`src/rtl/clock_reset_sequencer_pkg.sv`:
```
// Shared state encoding and default timing constants for the PLL/DCM clock/reset sequencer.
// No logic; imported by the sequencer and its interface.
package clock_reset_pkg;

    localparam int DEF_RST_CYCLES    = 16;
    localparam int DEF_LOCK_TIMEOUT  = 65536;
    localparam int DEF_STABLE_CYCLES = 1024;
    localparam int DEF_MAX_RETRIES   = 4;
    localparam int DEF_STAT_WIDTH    = 8;

    typedef enum logic [2:0] {
        S_RESET     = 3'd0,
        S_WAIT_LOCK = 3'd1,
        S_STABLE    = 3'd2,
        S_RUN       = 3'd3,
        S_FAULT     = 3'd4
    } state_t;

endpackage

```
`src/rtl/clock_reset_sequencer_if.sv`:
```
// Sequencer <-> clock controller / system reset signals; master = sequencer side.
// lock_loss_count exists only when LOCK_STATS_EN is defined.
interface clock_reset_sequencer_if #(
    parameter int MAX_RETRIES = clock_reset_pkg::DEF_MAX_RETRIES
`ifdef LOCK_STATS_EN
    , parameter int STAT_WIDTH = clock_reset_pkg::DEF_STAT_WIDTH
`endif
);
    localparam int RW = $clog2(MAX_RETRIES + 1);

    logic          locked;
    logic          clk_ctl_rst;
    logic          ready;
    logic          fault;
    logic [RW-1:0] retry_count;
`ifdef LOCK_STATS_EN
    logic [STAT_WIDTH-1:0] lock_loss_count;
`endif

    modport master (
        input  locked,
        output clk_ctl_rst,
        output ready,
        output fault,
        output retry_count
`ifdef LOCK_STATS_EN
        , output lock_loss_count
`endif
    );

    modport slave (
        output locked,
        input  clk_ctl_rst,
        input  ready,
        input  fault,
        input  retry_count
`ifdef LOCK_STATS_EN
        , input lock_loss_count
`endif
    );

endinterface

```
`src/rtl/clock_reset_sequencer_sync_2ff.sv`:
```
// Two-flop synchroniser for a single async level; 2-cycle latency, no backpressure.
// Both flops reset low so an async input reads as deasserted straight out of reset.
module sync_2ff (
    input  logic clk,
    input  logic rst,
    input  logic d,
    output logic q
);
    logic meta;

    always_ff @(posedge clk or posedge rst) begin
        if (rst) begin
            meta <= 1'b0;
            q    <= 1'b0;
        end else begin
            meta <= d;
            q    <= meta;
        end
    end

endmodule

```
`src/rtl/clock_reset_sequencer.sv`:
```
// Pulses the clock controller reset, qualifies lock with timeout/retry, publishes ready/fault.
// Outputs registered; lock seen 2 cycles late via sync_2ff; optional LOCK_STATS_EN adds lock_loss_count.
module clock_reset_sequencer
    import clock_reset_pkg::*;
#(
    parameter int RST_CYCLES    = DEF_RST_CYCLES,
    parameter int LOCK_TIMEOUT  = DEF_LOCK_TIMEOUT,
    parameter int STABLE_CYCLES = DEF_STABLE_CYCLES,
    parameter int MAX_RETRIES   = DEF_MAX_RETRIES
`ifdef LOCK_STATS_EN
    , parameter int STAT_WIDTH  = DEF_STAT_WIDTH
`endif
) (
    input logic clk,
    input logic rst,
    clock_reset_sequencer_if.master bus
);
    localparam int RCW = $clog2(RST_CYCLES + 1);
    localparam int TW  = $clog2(LOCK_TIMEOUT);
    localparam int SW  = $clog2(STABLE_CYCLES + 1);
    localparam int RW  = $clog2(MAX_RETRIES + 1);

    localparam logic [RCW-1:0] RST_LAST     = RCW'(RST_CYCLES - 1);
    localparam logic [TW-1:0]  TIMEOUT_LAST = TW'(LOCK_TIMEOUT - 1);
    localparam logic [SW-1:0]  STABLE_DONE  = SW'(STABLE_CYCLES);
    localparam logic [RW-1:0]  RETRY_LIMIT  = RW'(MAX_RETRIES);

    state_t         state;
    logic [RCW-1:0] rst_cnt;
    logic [TW-1:0]  timer;
    logic [SW-1:0]  stable_cnt;
    logic [RW-1:0]  retry_cnt;
    logic           clk_ctl_rst_q;
    logic           ready_q;
    logic           fault_q;
    logic           locked_s;

    logic [SW-1:0]  stable_nxt;
    logic [RW-1:0]  retry_nxt;
    logic           timeout;

    sync_2ff u_lock_sync (
        .clk (clk),
        .rst (rst),
        .d   (bus.locked),
        .q   (locked_s)
    );

    // The cycle that first sees lock already counts as one stable cycle.
    assign stable_nxt = (state == S_WAIT_LOCK) ? SW'(1) : stable_cnt + SW'(1);
    assign retry_nxt  = retry_cnt + RW'(1);
    assign timeout    = (timer == TIMEOUT_LAST);

    always_ff @(posedge clk or posedge rst) begin
        if (rst) begin
            state         <= S_RESET;
            rst_cnt       <= '0;
            timer         <= '0;
            stable_cnt    <= '0;
            retry_cnt     <= '0;
            clk_ctl_rst_q <= 1'b1;
            ready_q       <= 1'b0;
            fault_q       <= 1'b0;
        end else begin
            unique case (state)
                S_RESET: begin
                    if (rst_cnt == RST_LAST) begin
                        state         <= S_WAIT_LOCK;
                        clk_ctl_rst_q <= 1'b0;
                        timer         <= '0;
                        rst_cnt       <= '0;
                    end else begin
                        rst_cnt <= rst_cnt + RCW'(1);
                    end
                end
                S_WAIT_LOCK, S_STABLE: begin
                    timer <= timer + TW'(1);
                    // Timeout is checked first so it beats a same-cycle qualification.
                    if (timeout) begin
                        timer         <= '0;
                        retry_cnt     <= retry_nxt;
                        clk_ctl_rst_q <= 1'b1;
                        if (retry_nxt == RETRY_LIMIT) begin
                            state   <= S_FAULT;
                            fault_q <= 1'b1;
                        end else begin
                            state   <= S_RESET;
                            rst_cnt <= '0;
                        end
                    end else if (!locked_s) begin
                        state <= S_WAIT_LOCK;
                    end else if (stable_nxt == STABLE_DONE) begin
                        state     <= S_RUN;
                        ready_q   <= 1'b1;
                        retry_cnt <= '0;
                    end else begin
                        state      <= S_STABLE;
                        stable_cnt <= stable_nxt;
                    end
                end
                S_RUN: begin
                    if (!locked_s) begin
                        state         <= S_RESET;
                        ready_q       <= 1'b0;
                        clk_ctl_rst_q <= 1'b1;
                        rst_cnt       <= '0;
                    end
                end
                S_FAULT: begin
                    clk_ctl_rst_q <= 1'b1;
                    ready_q       <= 1'b0;
                    fault_q       <= 1'b1;
                end
                default: begin
                    state         <= S_RESET;
                    rst_cnt       <= '0;
                    clk_ctl_rst_q <= 1'b1;
                    ready_q       <= 1'b0;
                end
            endcase
        end
    end

`ifdef LOCK_STATS_EN
    logic [STAT_WIDTH-1:0] loss_cnt;

    always_ff @(posedge clk or posedge rst) begin
        if (rst) begin
            loss_cnt <= '0;
        end else if (state == S_RUN && !locked_s && loss_cnt != '1) begin
            loss_cnt <= loss_cnt + STAT_WIDTH'(1);
        end
    end

    assign bus.lock_loss_count = loss_cnt;
`endif

    assign bus.clk_ctl_rst = clk_ctl_rst_q;
    assign bus.ready       = ready_q;
    assign bus.fault       = fault_q;
    assign bus.retry_count = retry_cnt;

endmodule
```
`src/flat_wrapper.sv`:
```
// flat-port wrapper written by rule: the top's interface ports become plain ports
module clock_reset_sequencer_flat import clock_reset_pkg::*;
#(
    parameter int RST_CYCLES    = DEF_RST_CYCLES,
    parameter int LOCK_TIMEOUT  = DEF_LOCK_TIMEOUT,
    parameter int STABLE_CYCLES = DEF_STABLE_CYCLES,
    parameter int MAX_RETRIES   = DEF_MAX_RETRIES

)
  (clk, rst, bus_locked, bus_clk_ctl_rst, bus_ready, bus_fault, bus_retry_count);
  clock_reset_sequencer_if #(.MAX_RETRIES(MAX_RETRIES)) bus_i ();
  input logic clk;
  input logic rst;
  input wire logic [$bits(bus_i.locked)-1:0] bus_locked;
  output wire logic [$bits(bus_i.clk_ctl_rst)-1:0] bus_clk_ctl_rst;
  output wire logic [$bits(bus_i.ready)-1:0] bus_ready;
  output wire logic [$bits(bus_i.fault)-1:0] bus_fault;
  output wire logic [$bits(bus_i.retry_count)-1:0] bus_retry_count;
  assign bus_i.locked = bus_locked;
  assign bus_clk_ctl_rst = bus_i.clk_ctl_rst;
  assign bus_ready = bus_i.ready;
  assign bus_fault = bus_i.fault;
  assign bus_retry_count = bus_i.retry_count;
  clock_reset_sequencer #(.RST_CYCLES(RST_CYCLES), .LOCK_TIMEOUT(LOCK_TIMEOUT), .STABLE_CYCLES(STABLE_CYCLES), .MAX_RETRIES(MAX_RETRIES)) u_core (.clk(clk), .rst(rst), .bus(bus_i));
endmodule
```
`config.mk`:
```
export PLATFORM = sky130hd
export DESIGN_NAME = clock_reset_sequencer_flat
export DESIGN_NICKNAME = d
export VERILOG_FILES = /design/src/rtl/clock_reset_sequencer_pkg.sv /design/src/rtl/clock_reset_sequencer_if.sv /design/src/rtl/clock_reset_sequencer_sync_2ff.sv /design/src/rtl/clock_reset_sequencer.sv /design/src/flat_wrapper.sv
export SDC_FILE = /design/constraint.sdc
export NUM_CORES = 1
export LEC_CHECK = 0
export CAP_MARGIN = 10
export CORE_ASPECT_RATIO = 1.2
export CORE_MARGIN = 5
export CORE_UTILIZATION = 51
export CTS_BUF_LIST = sky130_fd_sc_hd__clkbuf_4 sky130_fd_sc_hd__clkbuf_8
export DETAILED_ROUTE_END_ITERATION = 10
export PLACE_DENSITY = 0.68
export SETUP_SLACK_MARGIN = 0.4
export SYNTH_ARGS = -nofsm -noshare
export SYNTH_HDL_FRONTEND = slang
export SYNTH_SLANG_ARGS = --single-unit
```
`constraint.sdc`:
```
create_clock -name clk -period 4.82 [get_ports clk]
set_input_delay 0.964 -clock clk [delete_from_list [all_inputs] [get_ports clk]]
set_output_delay 0.964 -clock clk [all_outputs]
set_load 0.05 [all_outputs]
```
==> summary.md <==
| Metric | Value |
|---|---|
| Status | `finished clean` |
| CP top delay family | `simple AND/OR/NAND/NOR gates` |
| WP buf/inv | `0` |
| Total routed wirelength | `5480 um` |
| Die Width | `75.5 um` |
| Sequential share of power | `40.4%` |
| Synthesis-stage register bit count | `43` |
| Slew headroom | `47.1%` |
| Antenna Cells | `0` |
| Power per cell area | `481 nW/um^2` |
| Worst clock skew | `0.00560 ns` |
| Post-Synthesis Cells | `293` |
| Clk Latency, worst-skew pair | `0.29 ns` |
| CTS sink cnt | `43` |
| DP HPWL | `3840 um` |
| Logic gate share of total power | `41.4%` |
| Worst-Margin Slew | `0.786 ns` |
| Sequential area share after synthesis | `41.1%` |
| Critical Path AT | `2.86 ns` |
| Final worst path period need | `2.65 ns` |
| Post-route clock period utilization | `55.0%` |
| I/O pin count | `9` |
| Final Hold Fails | `0` |
| DR vias/cell | `6.10` |
| Post-CTS setup buffers | `0` |
| Core Region | `4970 um^2` |
| Mean post-synth cell area | `8.95 um^2` |
| Place WS | `2.21 ns` |
| CP Depth | `5` |
| Initial antenna violation count | `0` |
| Drt wl/cell | `15.5 um` |
| Slowest cell on the critical path | `dfrtp_1` |
| Clock transition at the registers of the reported paths | `0.08 ns` |
| CP max FO | `19` |
| Number of port buffers | `8` |
| Worst R2R Setup Slack | `2.17 ns` |
| EDFF count, synth | `0` |
| CTS max path bufs | `2` |
| PnR worst setup slack | `2.17 ns` |
| FF-to-FF End | `u_core.stable_cnt[8]` |
| Vias | `2161` |
| F_max | `377 MHz` |
| Fin. max-slew vios | `0` |
| Clk pwr share | `18.1%` |
| Hold WC Path Type | `reg2reg` |
| CP endpoint kind | `register` |
| Worst Setup EP | `u_core.stable_cnt[8]` |
| Worst vdd ir | `0.244 mV` |
| Ys flop type | `dfrtp_1` |
| Post-synth design cell area | `2620 um^2` |
| ANT nets after route | `0` |
| Layout area overhead | `5.63%` |
| Post-CTS sizing | `0` |
| First-pass GRT wire length | `9680 um` |
| P_int | `0.000756 W` |
| CTS root buf | `clkbuf_8` |
| Crit start category | `register` |
| Setup violators final | `0` |
| Total track usage | `18.5%` |
| P_leak | `1.15 nW` |
| Overall power | `0.00133 W` |
| Height of the die | `88.6 um` |
| Vias in the first global route | `2058` |
| Req. time, crit path | `5.02 ns` |
| Slowest Stage Delay on Critical Path | `0.70 ns` |
| Switching pwr | `0.000577 W` |
| Async set-or-reset flop fraction in the synthesized netlist | `100%` |
| Residual DRC count | `0` |
| Kind of critical path | `reg2reg` |
| R2R depth | `5` |
| CTS tree | `done` |
| Iteration-0 DRC Markers | `179` |
| Routability cong. | `0.831` |
| Total of max-cap violations | `0` |
| Count of hold-fix buffers inserted at cts | `0` |
| Crit path from | `u_core.state[1]` |
| Switching Share | `43.3%` |
| Initial Utilization | `52.7%` |
| Yosys warns | `0` |
| Netlist cell types | `58` |
| Num CTS Buffers | `5` |
| Layout cells sized above 1 | `9.52%` |
| Nets@finish | `301` |
| Syn Nets | `301` |
| Num rows | `28` |
| Critical-path cell list | `xor2_1, nand2b_1, a211o_1, or3_1, o31ai_2` |
| Worst hold path stage count | `0` |
| Total gr overflow | `0` |
| Worst R2R Start | `u_core.state[1]` |
| Total negative slack | `0 ns` |
| DR pass1 iterations | `4` |
| Die area | `6680 um^2` |
| Largest net degree at the start of global routing | `44` |
| Unrepaired setup endpoints after global routing | `false` |
| H-tree depth | `2` |
[area by class of cell]
cell class                 count  area [um^2]
clock buffer                   7         90.1
clock inverter                 1         5.00
fill                         475         2200
inverter                       5         18.8
multi-input combinational    228         1410
sequential                    43         1080
tap                           60         75.1
timing repair buffer          10         95.1
[worst min path at each step]
stage / start / endpoint / slack [ns]
2_1_floorplan: u_core.u_lock_sync.meta / u_core.u_lock_sync.q / 0.33
3_3_place_gp: u_core.u_lock_sync.meta / u_core.u_lock_sync.q / 0.34
3_5_place_dp: u_core.u_lock_sync.meta / u_core.u_lock_sync.q / 0.35
4_1_cts: u_core.u_lock_sync.meta / u_core.u_lock_sync.q / 0.38
5_1_grt: u_core.u_lock_sync.meta / u_core.u_lock_sync.q / 0.39
6_report: u_core.u_lock_sync.meta / u_core.u_lock_sync.q / 0.37
[registers in the layout (all words and copies together) (netlist names)]
signal	flops
u_core.bus.retry_count	3
u_core.u_lock_sync.meta	1
u_core.bus.ready	1
u_core.state	3
u_core.bus.fault	1
u_core.u_lock_sync.q	1
u_core.rst_cnt	5
u_core.bus.clk_ctl_rst	1
u_core.timer	16
u_core.stable_cnt	11
[metal layers]
layer	up-vias	routed length, um	GRT usage [%]
li1	1062	-	-
met2	26	2860	31.4
met3	9	113	3.07
met5	-	0	0
met4	0	98	5.88
met1	1064	2410	23.7
[power groups by stage]
stage / logic, W / registers [W] / clock network [W]
after detailed placement: 0.000555 / 0.000545 / 0
after CTS: 0.000558 / 0.000537 / 0.000250
after floorplan: 0.000523 / 0.000492 / 0
after global routing: 0.000631 / 0.000553 / 0.000265
final: 0.000552 / 0.000539 / 0.000242
after global placement: 0.000549 / 0.000540 / 0
[through the flow]
step	hold WS, ns	util, %	instance area, um^2	cells
floorplan	0.331	-	2620	293
global placement	0.336	53.8	2680	346
detailed placement	0.353	53.8	2680	346
CTS	0.377	55.7	2770	354
global route	0.390	55.7	2770	354
finish	0.367	55.7	2770	354
[kinds of logic after synthesis]
logic type / Yosys count / share of synthesized area [%]
AOI/OAI and AO/OA: 91 / 22.9
DFF: 43 / 41.1
xor gates and xnor gates: 7 / 2.34
muxes: 1 / 0.429
and+or+nand+nor: 124 / 25.7
adders and majority gates: 5 / 2.38
buffers and inverters: 22 / 5.20
[layout by cell type (no fill, tap or decap), drive strengths merged, types with 6 or more instances in the layout]
cell,Yosys,layout
nand3,14,14
a21oi,14,14
nor2,29,29
o31ai,14,14
nand2,33,33
o21ai,35,35
dfrtp,42,42
clkbuf,8,7
nor3,7,7
nand4,6,6
clkdlybuf4s50,0,8
[Yosys cell counts, types with 3 or more instances]
cell	n	area (um^2)
a31oi_1	5	31.3
xor2_1	5	43.8
nor2_1	29	109
nand4_1	5	31.3
a22o_1	3	26.3
o31ai_1	12	90.1
clkbuf_1	8	30.0
a21oi_1	13	65.1
o21ai_0	33	165
a21o_1	4	30.0
nand2_1	32	120
nand3_1	13	65.1
nand2b_1	5	31.3
nor4_1	3	18.8
inv_1	5	18.8
dfrtp_1	42	1050
or3_1	5	31.3
buf_6	6	67.6
ha_1	5	62.6
nor2b_1	4	25.0
nor3_1	6	30.0
Power figures use the tool's default switching activity.
